--- src/rtl/mutative_types_pkg.sv ---
// Shared types for the mutative cache: address layout, geometry constants and way-mode encoding.
package mutative_types;

  localparam int SET_BITS    = 4;
  localparam int TAG_BITS    = 23;
  localparam int OFFSET_BITS = 32 - SET_BITS - TAG_BITS;
  localparam int WAYS        = 8;

  typedef struct packed {
    logic [TAG_BITS-1:0]    tag;
    logic [SET_BITS-1:0]    set_index;
    logic [OFFSET_BITS-1:0] offset;
  } cache_address_t;

  typedef enum logic [1:0] {
    MODE_DM   = 2'd0,
    MODE_2WAY = 2'd1,
    MODE_4WAY = 2'd2,
    MODE_8WAY = 2'd3
  } mode_t;

endpackage

--- src/rtl/assoc_shadow_tags.sv ---
// Shadow tag table: one {valid, tag} entry per set, used to spot set conflicts between accesses.
module assoc_shadow_tags
  import mutative_types::*;
(
  input  logic                clk,
  input  logic                rst,
  input  logic                write_en,
  input  logic                invalidate_all,
  input  logic [SET_BITS-1:0] set_index,
  input  logic [TAG_BITS-1:0] tag,
  output logic                conflict
);

  localparam int SETS = 1 << SET_BITS;

  logic [SETS-1:0]     valid_q;
  logic [TAG_BITS-1:0] tag_q [SETS];

  assign conflict = valid_q[set_index] && (tag_q[set_index] != tag);

  // NOTE: reset is sampled on the clock edge, so it lives inside the clocked block, not the sensitivity list.
  always_ff @(posedge clk) begin
    if (!rst) begin
      valid_q <= '0;
    end else if (invalidate_all) begin
      valid_q <= '0;
    end else if (write_en) begin
      valid_q[set_index] <= 1'b1;
    end
  end

  // NOTE: tag storage is intentionally not reset; the valid bits gate every use of it.
  always_ff @(posedge clk) begin
    if (write_en) begin
      tag_q[set_index] <= tag;
    end
  end

endmodule

--- src/rtl/associativity_governor.sv ---
// Watches completed accesses, estimates conflict pressure per epoch and requests a way-mode step.
module associativity_governor
  import mutative_types::*;
#(
  parameter int EPOCH_LEN  = 256,
  parameter int HI_THRESH  = 64,
  parameter int LO_THRESH  = 16,
  parameter int SKEW_LIMIT = 64
) (
  input  logic        clk,
  input  logic        rst,
  input  logic [31:0] cache_address,
  input  logic        cpu_request,
  input  logic        cache_ready,
  input  logic        setup_ready,
  input  logic        plru_bit0,
  input  logic        tie,
  output logic [1:0]  setup,
  output logic        setup_valid,
  output logic        setup_update
);

  localparam int CNT_W = $clog2(EPOCH_LEN) + 1;
  localparam int BAL_W = CNT_W + 1;

  localparam logic STATE_MONITOR = 1'b0;
  localparam logic STATE_REQUEST = 1'b1;

  localparam logic [1:0]              MODE_TOP   = 2'($clog2(WAYS));
  localparam logic [CNT_W-1:0]        EPOCH_LAST = CNT_W'(EPOCH_LEN - 1);
  localparam logic [CNT_W-1:0]        HI_CNT     = CNT_W'(HI_THRESH);
  localparam logic [CNT_W-1:0]        LO_CNT     = CNT_W'(LO_THRESH);
  localparam logic signed [BAL_W-1:0] SKEW_LIM   = BAL_W'(SKEW_LIMIT);
  // Symmetric saturation keeps the magnitude of the balance representable.
  localparam logic signed [BAL_W-1:0] BAL_MAX    = {1'b0, {(BAL_W-1){1'b1}}};

  cache_address_t addr;
  logic           unused_offset;

  logic                    state_q;
  logic                    eval_pending_q;
  logic [1:0]              setup_q;
  logic [1:0]              target_q;
  logic                    setup_valid_q;
  logic [CNT_W-1:0]        epoch_q,   epoch_d;
  logic [CNT_W-1:0]        conflict_q, conflict_d;
  logic signed [BAL_W-1:0] balance_q, balance_d, balance_abs;
  logic [1:0]              next_target;
  logic                    event_hit;
  logic                    handshake;
  logic                    conflict;

  assign addr          = cache_address;
  assign unused_offset = ^addr.offset;

  assign event_hit = cpu_request && cache_ready && (state_q == STATE_MONITOR);
  assign handshake = (state_q == STATE_REQUEST) && setup_ready;

  assoc_shadow_tags u_shadow (
    .clk            (clk),
    .rst            (rst),
    .write_en       (event_hit),
    .invalidate_all (handshake),
    .set_index      (addr.set_index),
    .tag            (addr.tag),
    .conflict       (conflict)
  );

  // Counters restart at the evaluation cycle; an event landing there opens the next epoch.
  // NOTE: every always_comb output gets a default first so no latch can be inferred.
  always_comb begin
    epoch_d    = eval_pending_q ? '0 : epoch_q;
    conflict_d = eval_pending_q ? '0 : conflict_q;
    balance_d  = eval_pending_q ? '0 : balance_q;
    if (event_hit) begin
      epoch_d = epoch_d + CNT_W'(1);
      if (conflict && conflict_d != '1) begin
        conflict_d = conflict_d + CNT_W'(1);
      end
      if (!tie) begin
        if (plru_bit0 && balance_d != BAL_MAX) begin
          balance_d = balance_d + BAL_W'(1);
        end else if (!plru_bit0 && balance_d != -BAL_MAX) begin
          balance_d = balance_d - BAL_W'(1);
        end
      end
    end
  end

  always_comb begin
    balance_abs = balance_q[BAL_W-1] ? -balance_q : balance_q;
    next_target = setup_q;
    if (conflict_q >= HI_CNT && setup_q != MODE_TOP) begin
      next_target = setup_q + 2'd1;
    end else if (conflict_q < LO_CNT && setup_q != MODE_DM && balance_abs <= SKEW_LIM) begin
      next_target = setup_q - 2'd1;
    end
  end

  // NOTE: sequential state uses non-blocking assignments so every flop samples pre-edge values.
  always_ff @(posedge clk) begin
    if (!rst) begin
      epoch_q        <= '0;
      conflict_q     <= '0;
      balance_q      <= '0;
      eval_pending_q <= 1'b0;
    end else begin
      epoch_q        <= epoch_d;
      conflict_q     <= conflict_d;
      balance_q      <= balance_d;
      eval_pending_q <= event_hit && (epoch_d == EPOCH_LAST + CNT_W'(1));
    end
  end

  always_ff @(posedge clk) begin
    if (!rst) begin
      state_q       <= STATE_MONITOR;
      setup_q       <= MODE_8WAY;
      target_q      <= MODE_8WAY;
      setup_valid_q <= 1'b0;
    end else begin
      case (state_q)
        STATE_MONITOR: begin
          if (eval_pending_q && next_target != setup_q) begin
            target_q      <= next_target;
            setup_valid_q <= 1'b1;
            state_q       <= STATE_REQUEST;
          end
        end
        default: begin
          if (setup_ready) begin
            setup_q       <= target_q;
            setup_valid_q <= 1'b0;
            state_q       <= STATE_MONITOR;
          end
        end
      endcase
    end
  end

  assign setup        = setup_q;
  assign setup_valid  = setup_valid_q;
  assign setup_update = handshake;

endmodule

--- config.mk ---
export PLATFORM = sky130hd
export DESIGN_NAME = associativity_governor
export DESIGN_NICKNAME = d
export VERILOG_FILES = /design/src/rtl/mutative_types_pkg.sv /design/src/rtl/assoc_shadow_tags.sv /design/src/rtl/associativity_governor.sv
export SDC_FILE = /design/constraint.sdc
export NUM_CORES = 1
export LEC_CHECK = 0
export ABC_AREA = 1
export CAP_MARGIN = 30
export CORE_ASPECT_RATIO = 1.2
export CORE_UTILIZATION = 50
export CTS_CLUSTER_DIAMETER = 100
export DETAILED_ROUTE_END_ITERATION = 10
export PLACE_DENSITY = 0.7
export SLEW_MARGIN = 15
export SYNTH_ARGS = -nofsm -noshare
export SYNTH_HDL_FRONTEND = slang
export SYNTH_HIERARCHICAL = 1
export SYNTH_SLANG_ARGS = --single-unit
--- constraint.sdc ---
create_clock -name clk -period 5.4 [get_ports clk]
set_input_delay 0.81 -clock clk [delete_from_list [all_inputs] [get_ports clk]]
set_output_delay 0.81 -clock clk [all_outputs]
set_load 0.03 [all_outputs]
==> results of run 1 <==
[worst reg2reg max path, stage by stage, from the launching register on]
cell and delay, ns:
dfxtp_1 0.31, inv_1 0.12, nand3_2 0.19, inv_1 0.20, clkinv_1 0.38, nor3_1 0.29
inv_1 0.21, nor2_4 0.65, buf_16 0.23
[final cells by class]
cell class / count / share of cell area, %
inverter: 92 / 1.692
timing repair buffer: 79 / 4.037
multi-input combinational: 1297 / 26.47
clock buffer: 57 / 5.849
sequential: 419 / 58.30
clock inverter: 20 / 0.8218
tap: 468 / 2.828
[flip-flops by register name, indices dropped and copies added, names as in the netlist]
| signal | count |
|---|---|
| conflict_q | 9 |
| state_q | 1 |
| setup | 2 |
| u_shadow/valid_q | 16 |
| u_shadow/tag_q | 368 |
| epoch_q | 9 |
| balance_q | 10 |
| setup_valid | 1 |
| target_q | 2 |
| eval_pending_q | 1 |
[power by group through the flow]
stage	Sequential, uW	Clock (uW)	Combinational, uW
floorplan	3620	0	271
global placement	3620	0	425
detailed placement	3620	0	439
CTS	3550	2950	442
global route	3550	3080	496
finish	3550	2920	441
[metal layers]
metal  track usage (%)  vias up
met2             41.37      406
met3             3.420       71
met5                 0        -
met4             7.466        0
li1                  -     6284
met1             30.95     6177
[cells by family (layout without fill, tap and decap cells)]
kind of cell             after synthesis  after routing  share of synthesized area [%]
AND/OR/NAND/NOR                     1191           1191                          25.81
flip-flops                           419            419                          66.38
buffers and inverters                164            248                          4.066
AO/OA/AOI/OAI                         93             93                          2.931
adder cells (fa/ha/maj)                9              9                         0.6192
XOR/XNOR                               4              4                         0.1927
[per-stage QoR]
stage	hold slack, ns	std cells	setup WS (ns)	area [um^2]
6_report	0.4544	2432	1.259	20710
5_1_grt	0.4898	2432	1.004	20710
4_1_cts	0.4616	2429	1.344	20640
3_5_place_dp	0.4488	2352	0.8235	19250
3_3_place_gp	0.4405	2349	0.9026	19170
2_1_floorplan	0.4292	1880	1.811	18180
[cell usage after synthesis (5+ instances only)]
| library cell | n | area [um^2] |
|---|---|---|
| nand2_1 | 913 | 3427 |
| edfxtp_1 | 368 | 11050 |
| nor2_1 | 161 | 604.3 |
| inv_1 | 83 | 311.6 |
| nand3_1 | 56 | 280.3 |
| dfxtp_1 | 51 | 1021 |
| buf_2 | 41 | 205.2 |
| a21oi_1 | 28 | 140.1 |
| nor3_1 | 25 | 125.1 |
| o21ai_0 | 25 | 125.1 |
| o21ai_1 | 19 | 95.09 |
| clkbuf_1 | 16 | 60.06 |
| nand4_1 | 16 | 100.1 |
| a22oi_1 | 9 | 67.56 |
| ha_1 | 9 | 112.6 |
| buf_4 | 6 | 45.04 |
| buf_6 | 6 | 67.56 |
| inv_2 | 5 | 18.77 |
[worst min-delay path by stage]
stage,to,slack (ns)
2_1_floorplan,target_q[0]$_SDFFE_PN1P_,0.43
3_3_place_gp,setup_valid$_SDFFE_PN0P_,0.44
3_5_place_dp,target_q[0]$_SDFFE_PN1P_,0.45
4_1_cts,setup_valid$_SDFFE_PN0P_,0.46
5_1_grt,u_shadow/valid_q[11]$_SDFFE_PP0P_,0.49
6_report,setup_valid$_SDFFE_PN0P_,0.45
==> run metrics, run 1 <==
internal power ~5400 uW; Final Cycle Share 76.68%; Max Freq 241.5 MHz; DR WL met2 21.63 mm; FP Rows 76; yosys warns 6; reg2reg start state_q$_SDFF_PN0_; Hold Buf Count CTS 0; Slew headroom 37.13%; dominant synthesized flop cell edfxtp_1; Max Used Layer met4; Syn Nets around 1,900; Seq/Total Area, Yosys 66.38%; Fillers 2,943; FF-to-FF setup slack 2.51 ns; CTS max path bufs 3; Startpoint Class input port; Lkg Pwr 0.008316 uW; Switching Fraction 22.01%; Critical Path RT 5.83 ns; Die Wd roughly 180 um; most common cell after layout, fill and taps aside nand2_1; Mean Syn Cell Area 9.673 um^2; area of the multi-input gates 0.005482 mm^2; Flop pwr share between 50% and 60%; met3 routed WL 2.794 mm; Max H-tree Level 2; Critical Path, Cell by Cell clkdlybuf4s50_1 > nand2_1 > inv_1 > buf_4 > nand2_1 > nand2_1 > nor2_1 > nand2_1 > nand2_1 > nand2_1 > nor2_1 > nand3_1 > nor2_1 > nor2_1 > inv_1 > nor2_1 > nand2_1 > inv_1 > nand2_1 > nor3_1 > nand2_1 > o21ai_0 > a21oi_1; clock share of power 42.2%; status complete, no violations; CP max stage delay 0.68 ns; Starting Density 50.73%; total track usage around a quarter; worst min path class flop to flop; Switch Pwr 1521 uW; Post-route DRC 0; setup TNS 0 ns; r2r endpoint u_shadow/tag_q[2][11]$_DFFE_PP_; PortBufs 37; CORE AREA 0.03585 mm^2; Post-Route WL 43.23 mm; Hold Vio Cnt, Final 0; worst path bufs/invs 5; Area Overhead vs Synth 13.86%; Peak VDD IR 0.2109 mV; Slowest cell on crit path inv_1; DP Wirelength 24.85 mm; fin nets around 2,000; largest net degree at the start of global routing 75; minimum clock period 4.141 ns; worst setup path endpoint conflict_q[5]$_SDFF_PN0_; Synth Register Bits between 400 and 500; DRT antenna net count 0; Sequential Area 0.01207 mm^2; Worst-path clk slew approximately 0.060 ns; CP delay by family, top buffers and inverters; Overflow after GRT 0; critical path class input port to flop; die outline area 0.03714 mm^2; Final Slew Violations 0; hold_sp setup_valid$_SDFFE_PN0P_; gpl congestion 0.8572; per-cell routed wire length 17.78 um; Power Total 6911 uW; vias in the first global route 12,610; # IOs 43; critical path arrival 4.57 ns; # setup viols final 0; CTS sink cnt between 400 and 500; CP Max Fanout 15; most frequent CP cell nand2_1; first-pass GRT wire length 67.76 mm; post-layout util 57.76%; setup bufs post-CTS 0; Setup Skew 0.01480 ns; hold path depth 2; Post-CTS Resized 0; total CTS buffers 43; Worst setup EP type flop; chip height between 200 and 250 um; cell depth of the worst setup path 23; DRT Pass-1 Iters 5; commonest non-fill, non-tap cells in the layout nand2_1, edfxtp_1, nor2_1; vias per inst 5.320; DRT met1 WL about 18 mm; CTS tree yes; number of flops mapped to enable cells by yosys 368; Iter 0 DRT Violations ~1,200; Yosys cell types 43; Worst-Skew Late Latency 0.55 ns; cell area after synthesis ~0.018 mm^2; Logic pwr share 6.4%; pwr/cell area approximately 330 mW/mm^2; antenna violations before repair 0; layout cells sized above 1 7.536%; Least-Margin Pin Slew 0.9401 ns; routed vias roughly 13,000; Post-synth ARST share 0%; worst setup path startpoint cache_address[7]; synthesized instance count roughly 1,900; MaxCap Viol Count 0; n_diodes 0; reg2reg path depth 8; RSZ-0062 raised after global routing no; CTS Root Cell clkbuf_16
Power figures use the tool's default switching activity.
==> run 2: changes to the inputs <==
==> constraint.sdc (replaced) <==
create_clock -name clk -period 4.2 [get_ports clk]
set_input_delay 0.63 -clock clk [delete_from_list [all_inputs] [get_ports clk]]
set_output_delay 0.63 -clock clk [all_outputs]
set_load 0.03 [all_outputs]
==> run 2 against run 1 <==
Die area unchanged; first-iteration DRC count decreased by 7.5%; routed wire length up 1.5%; non-clock buffer count up 27; design area rose by 0.77%; clock power increased by 26%; critical path depth up 3; global-route usage rose by 0.23 points; clock skew is 0.0031 ns lower; total power up 28%; cell count up 0.99%; worst setup slack worse by 0.32 ns; largest cell class unchanged.
==> run metrics, run 2 (synthesized netlist as in run 1, its figures left out) <==
status complete, no violations; hold_sp setup_valid$_SDFFE_PN0P_; # IOs 43; CP max stage delay 0.38 ns; CORE AREA 0.03585 mm^2; most frequent CP cell nand2_1; total CTS buffers 42; CP delay by family, top simple AND/OR/NAND/NOR gates; DP Wirelength 25.67 mm; critical path arrival 3.70 ns; minimum clock period ~3.3 ns; layout cells sized above 1 around 8.5%; hold endpoint setup_valid$_SDFFE_PN0P_; Largest Register u_shadow/tag_q; DRT antenna net count 0; Worst-path clk slew 0.06 ns; CP Max Fanout 45; CTS tree yes; Overflow after GRT 0; PortBufs 37; Hold Vio Cnt, Final 0; worst path bufs/invs 5; most common cell after layout, fill and taps aside nand2_1; Slew headroom 57.16%; Final Cycle Share 77.72%; total track usage between 20% and 30%; fin nets between 2,000 and 2,500; Hold Slack 0.4510 ns; Post-Route WL between 40 and 50 mm; Slowest cell on crit path inv_4; chip height 210.9 um; MaxCap Viol Count 0; r2r endpoint u_shadow/tag_q[6][10]$_DFFE_PP_; vias per inst 5.352; Post-CTS Resized 0; Max Freq 306.3 MHz; die outline area 0.03714 mm^2; reg2reg start state_q$_SDFF_PN0_; Least-Margin Pin Slew ~0.64 ns; per-cell routed wire length 17.86 um; largest net degree at the start of global routing 54; Largest register FFs 368; Critical Path RT 4.63 ns; worst min path class flop to flop; DRT Pass-1 Iters 5; Finished Cell Area 0.02087 mm^2; Area Overhead vs Synth 14.74%; RSZ-0062 raised after global routing no; Worst-Skew Late Latency 0.54 ns; gpl congestion 0.8900; n_diodes 0; Startpoint Class input port; # setup viols final 0; CTS max path bufs 3; Iter 0 DRT Violations 1,132; CTS Root Cell clkbuf_16; Final Slew Violations 0; Setup Skew between 0.01 and 0.015 ns; FP Rows 76; hold path depth 2; Peak VDD IR around 0.32 mV; critical path class input port to flop; Die Wd 176.1 um; setup bufs post-CTS 0; Worst setup EP type flop; reg2reg path depth 8; antenna violations before repair 0; Post-route DRC 0; CTS sink cnt ~420; Starting Density between 50% and 60%; first-pass GRT wire length slightly below 70 mm; Hold Buf Count CTS 0; vias in the first global route 12,850; setup TNS 0 ns; commonest non-fill, non-tap cells in the layout nand2_1, edfxtp_1, nor2_1; Lkg Pwr between 0.008 and 0.009 uW; FF-to-FF setup slack 1.40 ns; biggest regs u_shadow/tag_q x368, u_shadow/valid_q x16, balance_q x10; Max H-tree Level 2; Area after DPL 0.01952 mm^2; routed vias 13,140; pwr/cell area 424.3 mW/mm^2
-- run 2: worst max-delay path by stage --
stage	from	endpoint	slack, ns	depth (start not counted)
3_3_place_gp	cache_address[5]	conflict_q[5]$_SDFF_PN0_	0.44	26
3_5_place_dp	cache_address[5]	conflict_q[5]$_SDFF_PN0_	0.41	26
6_report	cache_address[5]	conflict_q[5]$_SDFF_PN0_	0.94	26
2_1_floorplan	cache_address[5]	u_shadow/tag_q[0][0]$_DFFE_PP_	0.79	6
4_1_cts	cache_address[5]	conflict_q[5]$_SDFF_PN0_	0.97	26
5_1_grt	cache_address[5]	conflict_q[7]$_SDFF_PN0_	0.60	26
-- run 2: layer usage --
metal	routed length, um	GRT usage (%)	part of all wire (%)
met1	18020	30.89	41
met3	2649	3.528	6.0
met5	0	0	0
met4	1795	10.61	4.1
met2	21400	40.71	49
-- run 2: worst reg2reg max path: stages (launching register included) --
cell and delay [ns]:
dfxtp_1 0.31, inv_1 0.12, nand3_2 0.19, inv_1 0.24
clkinv_1 0.39, nor3_1 0.30, inv_1 0.21, nor2_4 0.48
buf_12 0.25
-- run 2: layout make-up --
cell class,instances,area [um^2]
inverters,92,350.3
repair buffers,106,1031
well taps,468,585.6
multi-input cells,1297,5482
clock buffers,65,1221
flip-flops and latches,419,12070
fillers,2938,14980
clock inverters,9,123.9
-- run 2: power by group --
part | internal (uW) | switching [uW]
logic | 185 | 411
registers | 4560 | 11.1
clock network | 2180 | 1510
-- run 2: metrics by stage --
stage               cells  power (uW)  setup slack [ns]  util, %
floorplan            1880        5005            0.7913        -
global placement     2382        5233            0.4356    54.45
detailed placement   2382        5247            0.4113    54.45
CTS                  2456        8911            0.9713    58.20
global route         2456        9137            0.5978    58.20
finish               2456        8853            0.9356    58.20
